===== src/rtl/mat_ops_stream_if.sv =====
// Interface bundling the command inputs, result stream and status flags of mat_ops_stream.
// The master side issues operations and consumes the stream; the slave side is the engine.
interface mat_ops_stream_if #(
    parameter int DW      = 8,
    parameter int MAX_DIM = 5,
    parameter int DIM_W   = 3
);
    logic                            start_op;
    logic [2:0]                      op_sel;
    logic [MAX_DIM*MAX_DIM*DW-1:0]   matrix_a_flat;
    logic [MAX_DIM*MAX_DIM*DW-1:0]   matrix_b_flat;
    logic [DIM_W-1:0]                dim_a_m;
    logic [DIM_W-1:0]                dim_a_n;
    logic [DIM_W-1:0]                dim_b_m;
    logic [DIM_W-1:0]                dim_b_n;
    logic [DW-1:0]                   scalar_k;
    logic                            out_valid;
    logic                            out_ready;
    logic [DW-1:0]                   out_data;
    logic                            out_last;
    logic [DIM_W-1:0]                result_m;
    logic [DIM_W-1:0]                result_n;
    logic                            busy_flag;
    logic                            op_done;
    logic                            error_flag;
    logic                            overflow_flag;

    modport master (
        output start_op, op_sel, matrix_a_flat, matrix_b_flat,
               dim_a_m, dim_a_n, dim_b_m, dim_b_n, scalar_k, out_ready,
        input  out_valid, out_data, out_last, result_m, result_n,
               busy_flag, op_done, error_flag, overflow_flag
    );

    modport slave (
        input  start_op, op_sel, matrix_a_flat, matrix_b_flat,
               dim_a_m, dim_a_n, dim_b_m, dim_b_n, scalar_k, out_ready,
        output out_valid, out_data, out_last, result_m, result_n,
               busy_flag, op_done, error_flag, overflow_flag
    );
endinterface


===== src/rtl/mat_ops_stream.sv =====
// Streaming matrix engine: add, sub, scalar multiply, transpose and matrix multiply on
// signed matrices up to MAX_DIM x MAX_DIM. One result element per valid/ready beat in
// row-major order, with saturating or wrapping narrowing to DW bits.
module mat_ops_stream #(
    parameter int DW      = 8,
    parameter int MAX_DIM = 5,
    parameter int DIM_W   = 3,
    parameter int ACC_W   = 2*DW+3,
    parameter int SAT_EN  = 1
) (
    input  logic           clk,
    input  logic           rst_n,
    mat_ops_stream_if.slave bus
);
    localparam int NE = MAX_DIM * MAX_DIM;
    localparam int IW = (NE > 1) ? $clog2(NE) : 1;

    localparam logic [2:0] OP_ADD   = 3'd0;
    localparam logic [2:0] OP_SUB   = 3'd1;
    localparam logic [2:0] OP_SCAL  = 3'd2;
    localparam logic [2:0] OP_TRANS = 3'd3;
    localparam logic [2:0] OP_MUL   = 3'd4;

    localparam logic [DIM_W-1:0]        DMAX = DIM_W'(MAX_DIM);
    localparam logic signed [ACC_W-1:0] MAXV = ACC_W'((1 <<< (DW-1)) - 1);
    localparam logic signed [ACC_W-1:0] MINV = -MAXV - 1;

    typedef enum logic [2:0] {
        S_IDLE, S_CHECK, S_ERR, S_CALC, S_EMIT, S_DONE
    } state_t;

    state_t                   r_state;
    logic [2:0]               r_op;
    logic [DIM_W-1:0]         r_am, r_an, r_bm, r_bn;
    logic signed [DW-1:0]     r_scalar;
    logic [DIM_W-1:0]         r_row, r_col, r_k;
    logic signed [ACC_W-1:0]  r_acc;
    logic [DIM_W-1:0]         r_res_m, r_res_n;
    logic                     r_out_valid;
    logic [DW-1:0]            r_out_data;
    logic                     r_out_last;
    logic                     r_busy;
    logic                     r_done;
    logic                     r_err;
    logic                     r_ovf;

    logic signed [DW-1:0]     w_a [NE];
    logic signed [DW-1:0]     w_b [NE];
    logic [IW-1:0]            w_a_idx, w_b_idx;
    logic signed [DW-1:0]     w_a_el, w_b_el;
    logic signed [ACC_W-1:0]  w_full;
    logic                     w_over, w_under;
    logic [DW-1:0]            w_narrow;
    logic                     w_mac_last, w_elem_last;
    logic                     w_a_bad, w_b_bad, w_bad;

    function automatic logic signed [ACC_W-1:0] sx(input logic signed [DW-1:0] v);
        return {{(ACC_W-DW){v[DW-1]}}, v};
    endfunction

    genvar gi;
    for (gi = 0; gi < NE; gi++) begin : g_unpack
        assign w_a[gi] = bus.matrix_a_flat[gi*DW +: DW];
        assign w_b[gi] = bus.matrix_b_flat[gi*DW +: DW];
    end

    // Select which A/B elements feed the current result element (or MAC step).
    always_comb begin
        w_a_idx = IW'(int'(r_row) * MAX_DIM + int'(r_col));
        w_b_idx = IW'(int'(r_row) * MAX_DIM + int'(r_col));
        case (r_op)
            OP_TRANS: w_a_idx = IW'(int'(r_col) * MAX_DIM + int'(r_row));
            OP_MUL: begin
                w_a_idx = IW'(int'(r_row) * MAX_DIM + int'(r_k));
                w_b_idx = IW'(int'(r_k) * MAX_DIM + int'(r_col));
            end
            default: ;
        endcase
        w_a_el = w_a[w_a_idx];
        w_b_el = w_b[w_b_idx];
    end

    // Full-precision element value, then range check and narrowing to DW bits.
    always_comb begin
        case (r_op)
            OP_ADD:   w_full = sx(w_a_el) + sx(w_b_el);
            OP_SUB:   w_full = sx(w_a_el) - sx(w_b_el);
            OP_SCAL:  w_full = sx(w_a_el) * sx(r_scalar);
            OP_TRANS: w_full = sx(w_a_el);
            OP_MUL:   w_full = r_acc + sx(w_a_el) * sx(w_b_el);
            default:  w_full = '0;
        endcase
        w_over  = (w_full > MAXV);
        w_under = (w_full < MINV);
        w_narrow = w_full[DW-1:0];
        if (SAT_EN != 0) begin
            if (w_over) begin
                w_narrow = MAXV[DW-1:0];
            end else if (w_under) begin
                w_narrow = MINV[DW-1:0];
            end
        end
        w_mac_last  = (r_op != OP_MUL) || (r_k == r_an - DIM_W'(1));
        w_elem_last = (r_row == r_res_m - DIM_W'(1)) && (r_col == r_res_n - DIM_W'(1));
    end

    // Legality check of the latched operation and dimensions.
    always_comb begin
        w_a_bad = (r_am == '0) || (r_am > DMAX) || (r_an == '0) || (r_an > DMAX);
        w_b_bad = (r_bm == '0) || (r_bm > DMAX) || (r_bn == '0) || (r_bn > DMAX);
        case (r_op)
            OP_ADD, OP_SUB:    w_bad = w_a_bad || w_b_bad || (r_am != r_bm) || (r_an != r_bn);
            OP_SCAL, OP_TRANS: w_bad = w_a_bad;
            OP_MUL:            w_bad = w_a_bad || w_b_bad || (r_an != r_bm);
            default:           w_bad = 1'b1;
        endcase
    end

    // Control FSM with registered stream and status outputs.
    always_ff @(posedge clk) begin
        if (!rst_n) begin
            r_state     <= S_IDLE;
            r_op        <= '0;
            r_am        <= '0;
            r_an        <= '0;
            r_bm        <= '0;
            r_bn        <= '0;
            r_scalar    <= '0;
            r_row       <= '0;
            r_col       <= '0;
            r_k         <= '0;
            r_acc       <= '0;
            r_res_m     <= '0;
            r_res_n     <= '0;
            r_out_valid <= 1'b0;
            r_out_data  <= '0;
            r_out_last  <= 1'b0;
            r_busy      <= 1'b0;
            r_done      <= 1'b0;
            r_err       <= 1'b0;
            r_ovf       <= 1'b0;
        end else begin
            case (r_state)
                S_IDLE: begin
                    r_done <= 1'b0;
                    if (bus.start_op) begin
                        r_op     <= bus.op_sel;
                        r_am     <= bus.dim_a_m;
                        r_an     <= bus.dim_a_n;
                        r_bm     <= bus.dim_b_m;
                        r_bn     <= bus.dim_b_n;
                        r_scalar <= bus.scalar_k;
                        r_err    <= 1'b0;
                        r_ovf    <= 1'b0;
                        r_busy   <= 1'b1;
                        r_state  <= S_CHECK;
                    end
                end
                S_CHECK: begin
                    if (r_op == OP_TRANS) begin
                        r_res_m <= r_an;
                        r_res_n <= r_am;
                    end else if (r_op == OP_MUL) begin
                        r_res_m <= r_am;
                        r_res_n <= r_bn;
                    end else begin
                        r_res_m <= r_am;
                        r_res_n <= r_an;
                    end
                    if (w_bad) begin
                        r_err   <= 1'b1;
                        r_done  <= 1'b1;
                        r_busy  <= 1'b0;
                        r_state <= S_ERR;
                    end else begin
                        r_row   <= '0;
                        r_col   <= '0;
                        r_k     <= '0;
                        r_acc   <= '0;
                        r_state <= S_CALC;
                    end
                end
                S_ERR: begin
                    r_done  <= 1'b0;
                    r_state <= S_IDLE;
                end
                S_CALC: begin
                    if (w_mac_last) begin
                        r_out_data  <= w_narrow;
                        r_out_last  <= w_elem_last;
                        r_out_valid <= 1'b1;
                        if (w_over || w_under) begin
                            r_ovf <= 1'b1;
                        end
                        r_state <= S_EMIT;
                    end else begin
                        r_acc <= w_full;
                        r_k   <= r_k + DIM_W'(1);
                    end
                end
                S_EMIT: begin
                    if (bus.out_ready) begin
                        r_out_valid <= 1'b0;
                        r_out_last  <= 1'b0;
                        if (r_out_last) begin
                            r_done  <= 1'b1;
                            r_busy  <= 1'b0;
                            r_state <= S_DONE;
                        end else begin
                            if (r_col == r_res_n - DIM_W'(1)) begin
                                r_col <= '0;
                                r_row <= r_row + DIM_W'(1);
                            end else begin
                                r_col <= r_col + DIM_W'(1);
                            end
                            r_k     <= '0;
                            r_acc   <= '0;
                            r_state <= S_CALC;
                        end
                    end
                end
                S_DONE: begin
                    r_done  <= 1'b0;
                    r_state <= S_IDLE;
                end
                default: r_state <= S_IDLE;
            endcase
        end
    end

    assign bus.out_valid     = r_out_valid;
    assign bus.out_data      = r_out_data;
    assign bus.out_last      = r_out_last;
    assign bus.result_m      = r_res_m;
    assign bus.result_n      = r_res_n;
    assign bus.busy_flag     = r_busy;
    assign bus.op_done       = r_done;
    assign bus.error_flag    = r_err;
    assign bus.overflow_flag = r_ovf;
endmodule


===== src/flat_wrapper.sv =====
// flat-port wrapper written by rule: the top's interface ports become plain ports
module mat_ops_stream_flat 
#(
    parameter int DW      = 8,
    parameter int MAX_DIM = 5,
    parameter int DIM_W   = 3,
    parameter int ACC_W   = 2*DW+3,
    parameter int SAT_EN  = 1
)
  (clk, rst_n, bus_start_op, bus_op_sel, bus_matrix_a_flat, bus_matrix_b_flat, bus_dim_a_m, bus_dim_a_n, bus_dim_b_m, bus_dim_b_n, bus_scalar_k, bus_out_ready, bus_out_valid, bus_out_data, bus_out_last, bus_result_m, bus_result_n, bus_busy_flag, bus_op_done, bus_error_flag, bus_overflow_flag);
  mat_ops_stream_if #(.DW(DW), .MAX_DIM(MAX_DIM), .DIM_W(DIM_W)) bus_i ();
  input  logic clk;
  input  logic rst_n;
  input wire logic [$bits(bus_i.start_op)-1:0] bus_start_op;
  input wire logic [$bits(bus_i.op_sel)-1:0] bus_op_sel;
  input wire logic [$bits(bus_i.matrix_a_flat)-1:0] bus_matrix_a_flat;
  input wire logic [$bits(bus_i.matrix_b_flat)-1:0] bus_matrix_b_flat;
  input wire logic [$bits(bus_i.dim_a_m)-1:0] bus_dim_a_m;
  input wire logic [$bits(bus_i.dim_a_n)-1:0] bus_dim_a_n;
  input wire logic [$bits(bus_i.dim_b_m)-1:0] bus_dim_b_m;
  input wire logic [$bits(bus_i.dim_b_n)-1:0] bus_dim_b_n;
  input wire logic [$bits(bus_i.scalar_k)-1:0] bus_scalar_k;
  input wire logic [$bits(bus_i.out_ready)-1:0] bus_out_ready;
  output wire logic [$bits(bus_i.out_valid)-1:0] bus_out_valid;
  output wire logic [$bits(bus_i.out_data)-1:0] bus_out_data;
  output wire logic [$bits(bus_i.out_last)-1:0] bus_out_last;
  output wire logic [$bits(bus_i.result_m)-1:0] bus_result_m;
  output wire logic [$bits(bus_i.result_n)-1:0] bus_result_n;
  output wire logic [$bits(bus_i.busy_flag)-1:0] bus_busy_flag;
  output wire logic [$bits(bus_i.op_done)-1:0] bus_op_done;
  output wire logic [$bits(bus_i.error_flag)-1:0] bus_error_flag;
  output wire logic [$bits(bus_i.overflow_flag)-1:0] bus_overflow_flag;
  assign bus_i.start_op = bus_start_op;
  assign bus_i.op_sel = bus_op_sel;
  assign bus_i.matrix_a_flat = bus_matrix_a_flat;
  assign bus_i.matrix_b_flat = bus_matrix_b_flat;
  assign bus_i.dim_a_m = bus_dim_a_m;
  assign bus_i.dim_a_n = bus_dim_a_n;
  assign bus_i.dim_b_m = bus_dim_b_m;
  assign bus_i.dim_b_n = bus_dim_b_n;
  assign bus_i.scalar_k = bus_scalar_k;
  assign bus_i.out_ready = bus_out_ready;
  assign bus_out_valid = bus_i.out_valid;
  assign bus_out_data = bus_i.out_data;
  assign bus_out_last = bus_i.out_last;
  assign bus_result_m = bus_i.result_m;
  assign bus_result_n = bus_i.result_n;
  assign bus_busy_flag = bus_i.busy_flag;
  assign bus_op_done = bus_i.op_done;
  assign bus_error_flag = bus_i.error_flag;
  assign bus_overflow_flag = bus_i.overflow_flag;
  mat_ops_stream #(.DW(DW), .MAX_DIM(MAX_DIM), .DIM_W(DIM_W), .ACC_W(ACC_W), .SAT_EN(SAT_EN)) u_core (.clk(clk), .rst_n(rst_n), .bus(bus_i));
endmodule

===== config.mk =====
export PLATFORM = sky130hd
export DESIGN_NAME = mat_ops_stream_flat
export DESIGN_NICKNAME = d
export VERILOG_FILES = /design/src/rtl/mat_ops_stream_if.sv /design/src/rtl/mat_ops_stream.sv /design/src/flat_wrapper.sv
export SDC_FILE = /design/constraint.sdc
export NUM_CORES = 1
export LEC_CHECK = 0
export ABC_AREA = 1
export CAP_MARGIN = 20
export CELL_PAD_IN_SITES_DETAIL_PLACEMENT = 2
export CELL_PAD_IN_SITES_GLOBAL_PLACEMENT = 2
export CORE_ASPECT_RATIO = 0.75
export CORE_UTILIZATION = 23
export DETAILED_ROUTE_END_ITERATION = 10
export GPL_TIMING_DRIVEN = 0
export PLACE_DENSITY_LB_ADDON = 0.1
export SETUP_SLACK_MARGIN = 0.05
export SLEW_MARGIN = 20
export SYNTH_ARGS = -nofsm -noshare
export SYNTH_HDL_FRONTEND = slang
export SYNTH_SLANG_ARGS = --single-unit

===== constraint.sdc =====
create_clock -name clk -period 8.2 [get_ports clk]
set_input_delay 1.64 -clock clk [delete_from_list [all_inputs] [get_ports clk]]
set_output_delay 1.64 -clock clk [all_outputs]
set_load 0.03 [all_outputs]

-- Word level (Yosys, flattened, before mapping)
Cells that the tools add are included.
Widths: inputs -> output; s select.
- $add $sub $neg: 13
- multipliers: 5
- divide/modulo/power cells: 0
- $lt $le $gt $ge: 8
- eq/ne operators: 26
- shift operators: 0
- multiplexer cells: 58
- bitwise operators: 2
- reduce and logical (&&, ||, !) cells: 40
- operators by type and width (kind ; number):
    $pmux 19 s5 ; 1
    $bmux 8 s5 ; 2
    $mux 19 ; 4
    $pmux 19 s3 ; 1
    $mux 3 ; 17
    $mux 8 ; 6
    $mul 8x8->16 ; 2
    $add 5x4->5 ; 4
    $add 19x19->19 ; 1
    $gt 19x8->1 const B ; 1
    $lt 19x8->1 const B ; 1
    $logic_not 3->1 ; 6
    $mul 3x3->5 const B ; 3
    $reduce_and 5->1 ; 3
    $mux 1 ; 14
    $eq 3x2->1 const B ; 4
    $ge 6x6->1 const B ; 2
    $gt 3x3->1 const B ; 4
    $logic_or 1x1->1 ; 12
    $not 5->6 ; 2
    $pmux 3 s2 ; 2
    $pmux 3 s4 ; 1
    $reduce_and 4->1 ; 3
    $ne 2x1->1 const B ; 5
    other kinds (22) ; 51
- register bits: 74
- bits in latches: 0
- RAM bits: 0
- memory bits (read-only): 0
- memories: 0

-- Logic depth before layout (Yosys ltp)
Gate-level depths: netlist of the first run.
- depth in word-level cells: 15
- depth in mapped cells: 57

-- Worst setup path after synthesis of the first run
Ideal clock, no wire load.
- kind: reg-to-reg
- start point: reg u_core.r_col[2]
- end point: reg u_core.r_ovf (netlist: u_core.bus.overflow_flag)
- data arrival time: 8514 ps
- path slack: -381 ps
- cell stages (with the launch flop): 55
- buffers on the path: 3
- clock period less this slack: 8581 ps
- cells stage by stage: dfxtp_1 ha_1 ha_1 inv_1 fa_1 inv_1 nand2_1 o21ai_2 nor2_4 inv_2 buf_2 clkbuf_1 nand3_1 nand3_1 nand3_1 nand2_1 buf_2 inv_1 (+19 left out) xnor2_1 ha_1 nand2_1 nor2_1 nand3_1 o2111ai_1 nand2_1 nand2_1 nand2_1 nand2_1 nor2_1 o21ai_0 nand3_1 nand2_4 nand3_2 nand2_1 nand2_1 a21oi_2
- longest elaborated chain between the ends: 14
- elaborated cells between the ends (all ways): 25
- those cells by class: add/sub (6); mul (3); order compare (2); eq/ne (1); mux (9); bitwise (2); reduce/logical (2)
- ends and longest elaborated chain (element ; RTL line ; source):
    start, declared ; mat_ops_stream.sv:36 ; logic [DIM_W-1:0] r_row, r_col, r_k;
    start signal, assigned ; mat_ops_stream.sv:214 ; r_col <= r_col + DIM_W'(1);
    $mul 3x3->5 ; mat_ops_stream.sv:72 ; OP_TRANS: w_a_idx = IW'(int'(r_col) * MAX_DIM + int'(r_row));
    $add 5x4->5 ; mat_ops_stream.sv:72 ;
    $pmux 5 s2 ; mat_ops_stream.sv:71 ; case (r_op)
    $not 5->6 (implied by the code) ; mat_ops_stream.sv:79 ; w_a_el = w_a[w_a_idx];
    $bmux 8 s5 ; mat_ops_stream.sv:79 ;
    $mux 8 (implied by the code) (2 in series) ; mat_ops_stream.sv:79 ;
    $mul 8x8->16 ; mat_ops_stream.sv:90 ; OP_MUL: w_full = r_acc + sx(w_a_el) * sx(w_b_el);
    $add 19x19->19 ; mat_ops_stream.sv:90 ;
    $pmux 19 s5 (*) ; mat_ops_stream.sv:85 ; case (r_op)
    $gt 19x8->1 / $lt 19x8->1 (equally long branches) ; mat_ops_stream.sv:93, mat_ops_stream.sv:94 ;
    $logic_or 1x1->1 (*) ; mat_ops_stream.sv:192 ; if (w_over || w_under) begin
    $ne 2x1->1 (no line) (*) ; - ;
    $reduce_and 4->1 (no line) (*) ; - ;
    end signal, assigned ; mat_ops_stream.sv:141 ; r_ovf <= 1'b0;
    end signal, assigned ; mat_ops_stream.sv:154 ; r_ovf <= 1'b0;
    end signal, assigned ; mat_ops_stream.sv:193 ; r_ovf <= 1'b1;
    end, declared ; mat_ops_stream.sv:45 ; logic r_ovf;
Every way passes the cells marked *; elsewhere a longest branch is shown, timed or not. The select of a mux whose other input is x is not followed.
A chain may end at the register's enable or synchronous reset.

-- Worst setup path in the final report of the first run
- start point: reg u_core.r_col[1]
- end point: reg u_core.r_out_data[6] (netlist: u_core.bus.out_data[6])
- longest elaborated chain between the ends: 13
- elaborated cells between the ends (all ways): 24
- those cells by class: add/sub (6); mul (3); order compare (2); mux (11); bitwise (2)
- ends and longest elaborated chain (element ; RTL line ; source):
    $mul 3x3->5 ; mat_ops_stream.sv:72 ;
    $add 5x4->5 ; mat_ops_stream.sv:72 ;
    $pmux 5 s2 ; mat_ops_stream.sv:71 ;
    $not 5->6 (implied by the code) ; mat_ops_stream.sv:79 ;
    $bmux 8 s5 ; mat_ops_stream.sv:79 ;
    $mux 8 (implied by the code) (2 in series) ; mat_ops_stream.sv:79 ;
    $mul 8x8->16 ; mat_ops_stream.sv:90 ;
    $add 19x19->19 ; mat_ops_stream.sv:90 ;
    $pmux 19 s5 (*) ; mat_ops_stream.sv:85 ;
    $lt 19x8->1 ; mat_ops_stream.sv:94 ; w_under = (w_full < MINV);
    $mux 8 ; mat_ops_stream.sv:99 ; end else if (w_under) begin
    $mux 8 (*) ; mat_ops_stream.sv:97 ; if (w_over) begin
    end signal, assigned ; mat_ops_stream.sv:189 ; r_out_data <= w_narrow;
    end, declared ; mat_ops_stream.sv:40 ; logic [DW-1:0] r_out_data;
Marks and branches as above.

==> results.md, run 1 <==
- Status: finished, violations left
- Failing checks: setup timing
- Via density: 4.95
- IO Count: 447
- Hold Violations, Final: 0
- Worst-Skew Late Latency: 0.36 ns
- Netlist cell types: 53
- Nature of the critical path endpoint: flop
- DR iter-0 viols: 789
- Final Slew Violations: 0
- Final nets: 3639
- RR Startpoint: u_core.r_col[1]
- Worst hold path type: reg -> reg
- Relative slew margins: 41.4%
- TritonRoute pass-1 iters: 4
- Placed Cells: 3670
- Die ar.: 65000 µm²
- Commonest non-fill, non-tap cell in the layout: nand2_1
- Period Utilization, post-route: 108%
- Die X: 294 µm
- Fin Clk Skew: 0.0140 ns
- Clock tree sinks: 74
- Post-DP HPWL: 71.5 mm
- Vias in the first global route: 20991
- Clock tree buffer depth: 2
- CTS tree: done
- Sequential fraction of the synthesis area: 10.1%
- Most frequent cells in the layout: 604 x nand2_1, 445 x clkdlybuf4s50_1, 339 x nand3_1
- CP max stage cell: fa_2
- Final worst setup slack: -0.644 ns
- Mapped Nets: 3041
- RSZ-0062 raised after global routing: true
- Area grow syn2layout: 61.0%
- Post-synthesis cell count: 2374
- Starting Density: 23.5%
- Yosys reg bits: 74
- Layout cells sized above 1: 18.0%
- Register Area: 1520 µm²
- Slew @ Worst Pin: 0.880 ns
- Mapped cell area: 14700 µm²
- Max incr delay on CP: 0.58 ns
- Rows: 79
- Gpl congestion: 0.909
- Largest net degree at the start of global routing: 14
- Drt wl/cell: 23.3 µm
- # fillers: 7344
- Crit path launch type: flop
- CP Class: reg -> reg
- R2R Setup Slk: -0.64 ns
- Final wirelength: 89.4 mm
- Worst path most repeated cell: nand2_1
- Die H: 221 µm
- CTS Buf Count: 9
- Core Box Area: 62600 µm²
- Area of the multi-input gates: 13000 µm²
- Clk root buf: clkbuf_16
- Max Cap Viol: 0
- H-Tree Depth: 3
- Final Setup Violations: 13
- Hold path start: u_core.bus.busy_flag
- Critical Path RT: 8.43 ns
- Initial antenna violation count: 13
- Min cycle time layout: 8.84 ns
- DR DRC count: 0
- Mean Syn Cell Area: 6.19 µm²
- Ys Warns: 0
- FMAX: 0.113 GHz
- Reg clk slew, reported paths: 0.06 ns
- Final ANT Viol Nets: 0
- Vias after detailed routing: 18985
- Worst Path Arrival: 9.07 ns
- Non-Filler Instances: 3839
- Grt total ovfl: 0
- # port buffers: 446
- Crit-path max FO: 10
- First-pass GRT wire length: 131 mm
- Global Route Usage Sum: 26.5%
- Start point of the critical path: u_core.r_col[1]
per-stage QoR:
step	setup slack, ns	setup TNS [ns]	instance area [µm²]	hold slack [ns]	utilization [%]
final	-0.644	-6.93	23700	0.469	37.8
after global routing	-1.06	-12.54	23700	0.493	37.8
after CTS	-0.559	-5.73	22900	0.477	36.5
after detailed placement	-2.77	-44.63	20300	0.465	32.4
after global placement	-2.65	-41.79	20300	0.457	32.4
after floorplan	0.0505	0	14800	0.449	-
routing by layer:
metal  up-vias  global-route usage [%]  wire [µm]
met3        50                    2.48       2470
li1       8929                       -          -
met5         -                       0          0
met2       319                    47.0      45000
met1      9687                    35.0      40900
met4         0                    4.59       1070
state kept, by name, indices dropped and copies added, names as in the netlist:
signal                    cells
u_core.r_an                   3
u_core.r_row                  3
u_core.r_state                3
u_core.r_acc                 19
u_core.r_am                   3
u_core.r_k                    3
u_core.r_scalar               8
u_core.bus.result_n           3
u_core.bus.out_last           1
u_core.bus.op_done            1
u_core.r_op                   3
u_core.bus.out_data           8
u_core.bus.result_m           3
u_core.bus.busy_flag          1
u_core.r_bn                   3
u_core.r_col                  3
u_core.bus.overflow_flag      1
u_core.bus.error_flag         1
u_core.r_bm                   3
u_core.bus.out_valid          1
path summary, 6_finish.rpt:
kind / endpoint / depth (start not counted)
max reg2reg: u_core.bus.out_data[6] / 43
min: u_core.bus.busy_flag / 2
max: u_core.bus.out_data[6] / 43
min reg2reg: u_core.bus.busy_flag / 2
what timing repair did:
action / in CTS / in global routing
pin swaps: 101 / 81
buffers inserted: 101 / 38
setup endpoints to repair: 23 / 21
hold buffers: 0 / 0
resized for setup: 384 / 134
gates cloned: 2 / 1
layout make-up:
type | count | area share (%)
Multi-Input combinational cell | 1878 | 54.8
Clock inverter | 6 | 0.180
Antenna cell | 13 | 0.137
Sequential cell | 74 | 6.40
Inverter | 315 | 5.35
Clock buffer | 9 | 0.951
Buffer | 107 | 3.66
Tap cell | 850 | 4.49
Timing Repair Buffer | 587 | 24.0
worst max-delay path: cells and delay by family (launching register included):
family	cells	cell delay [ns]
buffers and inverters	8	0.86
AO/OA/AOI/OAI	10	1.69
AND/OR/NAND/NOR	15	1.80
adder cells (fa/ha/maj)	9	3.59
XOR/XNOR	1	0.34
flip-flops	1	0.38
cell usage after synthesis, drive strengths merged:
| cell type | instances | share of area, % |
|---|---|---|
| a2111oi | 2 | 0.12 |
| a211oi | 7 | 0.36 |
| a21boi | 1 | 0.051 |
| a21o | 2 | 0.10 |
| a21oi | 144 | 4.9 |
| a221o | 1 | 0.068 |
| a221oi | 3 | 0.18 |
| a2bb2oi | 2 | 0.12 |
| a311oi | 2 | 0.12 |
| a31o | 6 | 0.36 |
| a31oi | 4 | 0.17 |
| a32oi | 2 | 0.12 |
| and2 | 1 | 0.043 |
| and3 | 2 | 0.085 |
| buf | 52 | 1.7 |
| clkbuf | 55 | 1.4 |
| clkinv | 6 | 0.15 |
| dfxtp | 74 | 10 |
| fa | 117 | 16 |
| ha | 123 | 10 |
| inv | 309 | 7.9 |
| nand2 | 650 | 17 |
| nand2b | 1 | 0.043 |
| nand3 | 404 | 14 |
| nand3b | 3 | 0.15 |
| nand4 | 13 | 0.55 |
| nor2 | 178 | 4.7 |
| nor3 | 7 | 0.31 |
| nor3b | 1 | 0.051 |
| o2111ai | 7 | 0.42 |
| o211ai | 11 | 0.56 |
| o21a | 1 | 0.051 |
| o21ai | 111 | 3.9 |
| o21bai | 7 | 0.36 |
| o221ai | 3 | 0.18 |
| o22ai | 9 | 0.38 |
| or2 | 7 | 0.30 |
| xnor2 | 21 | 1.3 |
| xor2 | 25 | 1.5 |
cells by family (layout without fill, tap and decap cells):
| family | Yosys count | in the layout | share of synthesized area (%) |
|---|---|---|---|
| AOI/OAI and AO/OA | 325 | 325 | 12.6 |
| buffers and inverters | 422 | 1024 | 11.1 |
| and+or+nand+nor | 1267 | 1267 | 37.1 |
| xor gates and xnor gates | 46 | 46 | 2.74 |
| other | 0 | 13 | 0 |
| DFF | 74 | 74 | 10.1 |
| adders and majority gates | 240 | 240 | 26.4 |
Power of run 1 is not shown: default switching activity piles up to over one toggle a cycle in this logic, so the estimate is an artifact.
==> run 2: changes to the inputs <==
Settings changed: HOLD_SLACK_MARGIN from default to 0.03.
==> results of run 2 <==
No change in the layout: final DEF, timing and power equal those of run 1.
Power of run 2 is left out for the same reason.
